File: config.mk
export PLATFORM = sky130hd
export DESIGN_NAME = orb_wr_arbiter
export DESIGN_NICKNAME = d
export VERILOG_FILES = /design/src/rtl/orb_wr_arbiter.sv
export SDC_FILE = /design/constraint.sdc
export NUM_CORES = 1
export LEC_CHECK = 0
export ABC_AREA = 1
export CAP_MARGIN = 15
export CORE_UTILIZATION = 35
export DETAILED_ROUTE_END_ITERATION = 16
export GPL_TIMING_DRIVEN = 1
export PLACE_DENSITY = 0.6
export SYNTH_ARGS = -nofsm -noshare
export SYNTH_HDL_FRONTEND = slang
export SYNTH_SLANG_ARGS = --single-unit
File: constraint.sdc
create_clock -name clk -period 1.47 [get_ports clk]
set_input_delay 0.441 -clock clk [delete_from_list [all_inputs] [get_ports clk]]
set_output_delay 0.441 -clock clk [all_outputs]
set_load 0.05 [all_outputs]
File: src/rtl/orb_wr_arbiter.sv
// Two-channel orbit-word write arbiter: captures level-style write enables as edges,
// round-robins the held words into a double-banked RAM and swaps bank every FRAME_WORDS grants.
module orb_wr_arbiter #(
  parameter int ADDR_W      = 11,
  parameter int DATA_W      = 12,
  parameter int FRAME_WORDS = 2048
) (
  input  logic              clk,
  input  logic              rst,
  input  logic              we1_i,
  input  logic              we2_i,
  input  logic [ADDR_W-1:0] addr1_i,
  input  logic [ADDR_W-1:0] addr2_i,
  input  logic [DATA_W-1:0] data1_i,
  input  logic [DATA_W-1:0] data2_i,
  input  logic              en,
  input  logic              clr,
  output logic              ram_we,
  output logic [ADDR_W:0]   ram_addr,
  output logic [DATA_W-1:0] ram_data,
  output logic              bank_sw,
  output logic              frame_done,
  output logic              ovf1,
  output logic              ovf2
);

  localparam logic [ADDR_W:0] LAST_CNT = (ADDR_W+1)'(FRAME_WORDS - 1);

  logic [1:0]        we_in;
  logic [ADDR_W-1:0] addr_in [2];
  logic [DATA_W-1:0] data_in [2];

  logic [1:0]        we_prev_q;
  logic [1:0]        edge_det;
  logic [1:0]        gnt;
  logic [1:0]        valid_q,     valid_d;
  logic [1:0]        ovf_q,       ovf_d;
  logic [ADDR_W-1:0] addr_hold_q [2];
  logic [ADDR_W-1:0] addr_hold_d [2];
  logic [DATA_W-1:0] data_hold_q [2];
  logic [DATA_W-1:0] data_hold_d [2];
  logic              last_ch1_q,  last_ch1_d;
  logic [ADDR_W:0]   cnt_q,       cnt_d;
  logic              bank_q,      bank_d;
  logic              ram_we_q,    ram_we_d;
  logic [ADDR_W:0]   ram_addr_q,  ram_addr_d;
  logic [DATA_W-1:0] ram_data_q,  ram_data_d;
  logic              frame_done_q, frame_done_d;

  assign we_in      = {we2_i, we1_i};
  assign addr_in[0] = addr1_i;
  assign addr_in[1] = addr2_i;
  assign data_in[0] = data1_i;
  assign data_in[1] = data2_i;

  always_comb begin
    edge_det     = we_in & ~we_prev_q;
    gnt          = '0;
    valid_d      = valid_q;
    ovf_d        = '0;
    addr_hold_d  = addr_hold_q;
    data_hold_d  = data_hold_q;
    last_ch1_d   = last_ch1_q;
    cnt_d        = cnt_q;
    bank_d       = bank_q;
    ram_we_d     = 1'b0;
    ram_addr_d   = ram_addr_q;
    ram_data_d   = ram_data_q;
    frame_done_d = 1'b0;

    if (en && !clr) begin
      if (valid_q[0] && (!valid_q[1] || !last_ch1_q)) gnt[0] = 1'b1;
      else if (valid_q[1])                           gnt[1] = 1'b1;
    end

    for (int i = 0; i < 2; i++) begin
      if (gnt[i]) valid_d[i] = 1'b0;
      // A fresh edge always wins over the grant-clear; ovf only if the old word was never taken.
      if (edge_det[i]) begin
        valid_d[i]     = 1'b1;
        addr_hold_d[i] = addr_in[i];
        data_hold_d[i] = data_in[i];
        ovf_d[i]       = valid_q[i] & ~gnt[i];
      end
    end

    if (gnt != 2'b00) begin
      ram_we_d   = 1'b1;
      ram_addr_d = {bank_q, gnt[1] ? addr_hold_q[1] : addr_hold_q[0]};
      ram_data_d = gnt[1] ? data_hold_q[1] : data_hold_q[0];
      // Pointer only moves on contention, so alternation is between competing requests.
      if (valid_q == 2'b11) last_ch1_d = gnt[0];
      if (cnt_q == LAST_CNT) begin
        cnt_d        = '0;
        bank_d       = ~bank_q;
        frame_done_d = 1'b1;
      end else begin
        cnt_d = cnt_q + 1'b1;
      end
    end

    if (clr) begin
      valid_d      = '0;
      ovf_d        = '0;
      cnt_d        = '0;
      bank_d       = 1'b0;
      last_ch1_d   = 1'b0;
      ram_we_d     = 1'b0;
      frame_done_d = 1'b0;
    end
  end

  always_ff @(posedge clk or negedge rst) begin
    if (!rst) begin
      we_prev_q    <= '0;
      valid_q      <= '0;
      ovf_q        <= '0;
      addr_hold_q  <= '{default: '0};
      data_hold_q  <= '{default: '0};
      last_ch1_q   <= 1'b0;
      cnt_q        <= '0;
      bank_q       <= 1'b0;
      ram_we_q     <= 1'b0;
      ram_addr_q   <= '0;
      ram_data_q   <= '0;
      frame_done_q <= 1'b0;
    end else begin
      we_prev_q    <= we_in;
      valid_q      <= valid_d;
      ovf_q        <= ovf_d;
      addr_hold_q  <= addr_hold_d;
      data_hold_q  <= data_hold_d;
      last_ch1_q   <= last_ch1_d;
      cnt_q        <= cnt_d;
      bank_q       <= bank_d;
      ram_we_q     <= ram_we_d;
      ram_addr_q   <= ram_addr_d;
      ram_data_q   <= ram_data_d;
      frame_done_q <= frame_done_d;
    end
  end

  assign ram_we     = ram_we_q;
  assign ram_addr   = ram_addr_q;
  assign ram_data   = ram_data_q;
  assign bank_sw    = bank_q;
  assign frame_done = frame_done_q;
  assign ovf1       = ovf_q[0];
  assign ovf2       = ovf_q[1];

endmodule
==> impl_results.md <==
- Hold Buf Count CTS: 0
- Leak: 2.496 nW
- Worst path arrival time: 0.98 ns
- Tightest Pin Transition: 0.5112 ns
- Cell Chain, Critical Path: buf_12
- CTS tree: yes
- Die Area: 0.01160 mm^2
- Vias per cell: 4.967
- Synth Instances: 360
- CTS root buffer: clkbuf_8
- Area Overhead vs Synth: 44.16%
- Part of the power in registers: 0.435
- Register area: 0.002303 mm^2
- Register area share after synthesis: 0.5888
- Hold Violations, Final: 0
- Reg-to-Reg Start: cnt_q[0]
- Crit. path cell count: 1
- Number of global-route vias before repair: 3,040
- Critical Path Max Stage Delay: between 0.4 and 0.5 ns
- Sw power: 2.478 mW
- Layout cell share with drive strength beyond 1: 0.3114
- FF+latch count, synth: 92
- First-pass GRT wire length: 14,950 um
- CP Class: reg -> out
- Global Route Usage Sum: 0.1691
- Tmin final: roughly 1.4 ns
- Die W: between 100 and 150 um
- WL/cell: 14.93 um
- First drt pass iteration count: 5
- Synth area leader: dfrtp_1
- Final Slew Violations: 0
- Via count: between 3,000 and 4,000
- Part of the power in the clock network: 0.242
- Peak supply drop: 0.7293 mV
- IO Port Bufs: 80
- Worst Setup End Kind: output port
- Synth async-reset ratio: 1.000
- Critical path startpoint category: flop
- Post-synth cell types: 25
- Core ar.: roughly 0.011 mm^2
- Unrepaired setup endpoints after global routing: true
- R2R depth: 9
- Launch point of the worst path: ram_data[7]
- Hold Crit Class: in -> async
- GPL Wtd Cong: 0.8046
- Crit path max-delay family: flip-flops
- Switching Share: 0.3243
- Clock skew: 0.008807 ns
- Dpl hpwl: 6202 um
- Synthesized area per cell: 10.86 um^2
- Int Pwr: 5.163 mW
- Starting Density: 0.3607
- Status: finished clean
- FMAX: 704.4 MHz
- CP Capture Point: ram_data[7]
- Largest cells by area after synthesis: dfrtp_1 59%, mux2_2 13%, nand3_1 10%, nand2_1 5.9%, nor2_1 1.8%
- Post-route design area: 0.005637 mm^2
- CTS H-Tree Depth: 3
- Worst Path Max Fanout: 2
- Placed Area: around 0.0053 mm^2
- Antenna cells: 0
- Post-Route WL: ~9000 um
- Initial antenna violation count: 0
- Slew margin rel.: 0.6592
- Main synth FF type: dfrtp_1
- Initial DRC count: around 120
- Bufs and invs on worst path: 1
- Row cnt: 38
- Yosys top cell area share: 0.5888
- Ys Warns: 0
- Total CTS buffers: 9
- R2R Path End: cnt_q[10]
- Antenna-violating nets left: 0
- FF-to-FF setup slack: 0.05 ns
- Area of the multi-input gates: 0.001494 mm^2
- Ports: 81
- Clk_lat worst skew: 0.36 ns
- Power per cell area: 1355 mW/mm^2
- Final-report setup violation count: 0
- Final net count: 521
- Die Ht: 107.7 um
- Required time worst endpoint: between 1 and 1.5 ns
- Place WS: -0.4810 ns
- PnR worst setup slack: 0.05044 ns
- Logic pwr share: 0.323
- Register clock-pin slew on the reported worst setup and hold paths: approximately 0.090 ns
- Syn nets: 413
- Clk sink count: 92
- Post-synth EDFFs: 0
- Crit path max-delay cell type: dfrtp_1
- Grt ovf: 0
- Final worst-path cycle share: 0.9657
- Largest net degree at the start of global routing: 93
- CTS Buffer Depth: 2
- Post-Synthesis Cell Area: between 0.003 and 0.004 mm^2
- DRC violations left: 0
- Max-cap violations: 0
- Fillers: 956
-- worst min-delay path by stage --
stage                        start             end  slack (ns)  depth (start not counted)
finish                         rst        cnt_q[4]        0.08                          2
global route                   rst        cnt_q[4]        0.14                          2
CTS                            rst        cnt_q[2]        0.14                          2
detailed placement  addr_hold_q[2]     ram_addr[2]        0.48                          2
global placement    addr_hold_q[4]     ram_addr[4]        0.46                          2
floorplan                      rst  addr_hold_q[0]        0.15                          0
-- timing repair --
item | CTS | global route
setup endpoints to repair | 35 | 30
resized for setup | 7 | 16
pin swaps | 0 | 7
buffers inserted | 0 | 5
-- layout by cell type (no fill, tap or decap), types with 3 or more instances in the layout --
| master | n |
|---|---|
| buf_4 | 30 |
| buf_12 | 32 |
| nand4_1 | 4 |
| o21ai_0 | 3 |
| mux2_2 | 46 |
| clkdlybuf4s50_1 | 48 |
| inv_1 | 15 |
| nor2_1 | 15 |
| dfrtp_1 | 91 |
| nand2_1 | 57 |
| clkbuf_8 | 9 |
| nand3_1 | 78 |
| nand2_4 | 3 |
| nor3_1 | 3 |
| a21oi_1 | 7 |
| nand2_2 | 3 |
-- layout make-up --
class / instances / share of cell area
clock inverters: 6 / 0.01576
well taps: 140 / 0.03108
flip-flops and latches: 92 / 0.4087
inverters: 18 / 0.01287
multi-input cells: 234 / 0.2650
clock buffers: 9 / 0.02198
repair buffers: 113 / 0.2446
-- power by group through the flow --
| stage | clock network (mW) | registers, mW | logic, mW |
|---|---|---|---|
| detailed placement | 0 | 3.37 | 2.48 |
| CTS | 1.89 | 3.33 | 2.48 |
| floorplan | 0 | 3.93 | 0.486 |
| finish | 1.85 | 3.32 | 2.47 |
| global route | 2.00 | 3.37 | 2.60 |
| global placement | 0 | 3.37 | 2.44 |
-- cell families (layout without fill, tap and decap cells) --
group | count (synthesis) | count (layout) | share of synthesized area
xor gates and xnor gates | 1 | 1 | 0.002240
AOI/OAI and AO/OA | 13 | 13 | 0.01984
adders and majority gates | 1 | 1 | 0.003199
and+or+nand+nor | 173 | 173 | 0.2099
muxes | 46 | 46 | 0.1325
buffers and inverters | 34 | 146 | 0.04352
DFF | 92 | 92 | 0.5888
-- flip-flops by register name, indices dropped and copies added, names as in the netlist --
register     count
frame_done       1
last_ch1_q       1
ram_data        12
addr_hold_q     22
ram_we           1
ovf_q            2
valid_q          2
bank_sw          1
we_prev_q        2
ram_addr        12
cnt_q           12
data_hold_q     24
-- Yosys cell counts (2+ instances only) --
library cell / instances
nand3_1: 79
o21ai_0: 4
nor3_1: 3
nand2_2: 2
nand3_4: 2
buf_6: 4
mux2_2: 46
a21oi_1: 7
nand2_1: 61
inv_1: 16
nor2_1: 19
dfrtp_1: 92
buf_2: 8
buf_1: 2
nand4_1: 4
clkbuf_1: 2
-- per-layer routing --
metal	up-vias	share of wire	wire, um	GRT usage
met5	-	0	0	0
met4	0	0.019	173	0.06947
met3	15	0.058	528	0.03632
met2	95	0.47	4319	0.2651
met1	1503	0.45	4113	0.2262
li1	1427	-	-	-
-- stage by stage --
| step | std cells | hold slack [ns] | total power, mW | setup TNS, ns | utilization |
|---|---|---|---|---|---|
| 6_report | 612 | 0.08203 | 7.640 | 0 | 0.5200 |
| 4_1_cts | 607 | 0.1408 | 7.699 | -0.01901 | 0.5119 |
| 5_1_grt | 612 | 0.1360 | 7.973 | -0.05287 | 0.5200 |
| 3_3_place_gp | 592 | 0.4649 | 5.808 | -24.48 | 0.4909 |
| 3_5_place_dp | 592 | 0.4772 | 5.843 | -27.11 | 0.4909 |
| 2_1_floorplan | 360 | 0.1454 | 4.417 | 0 | - |
(Power assumes the default switching activity.)
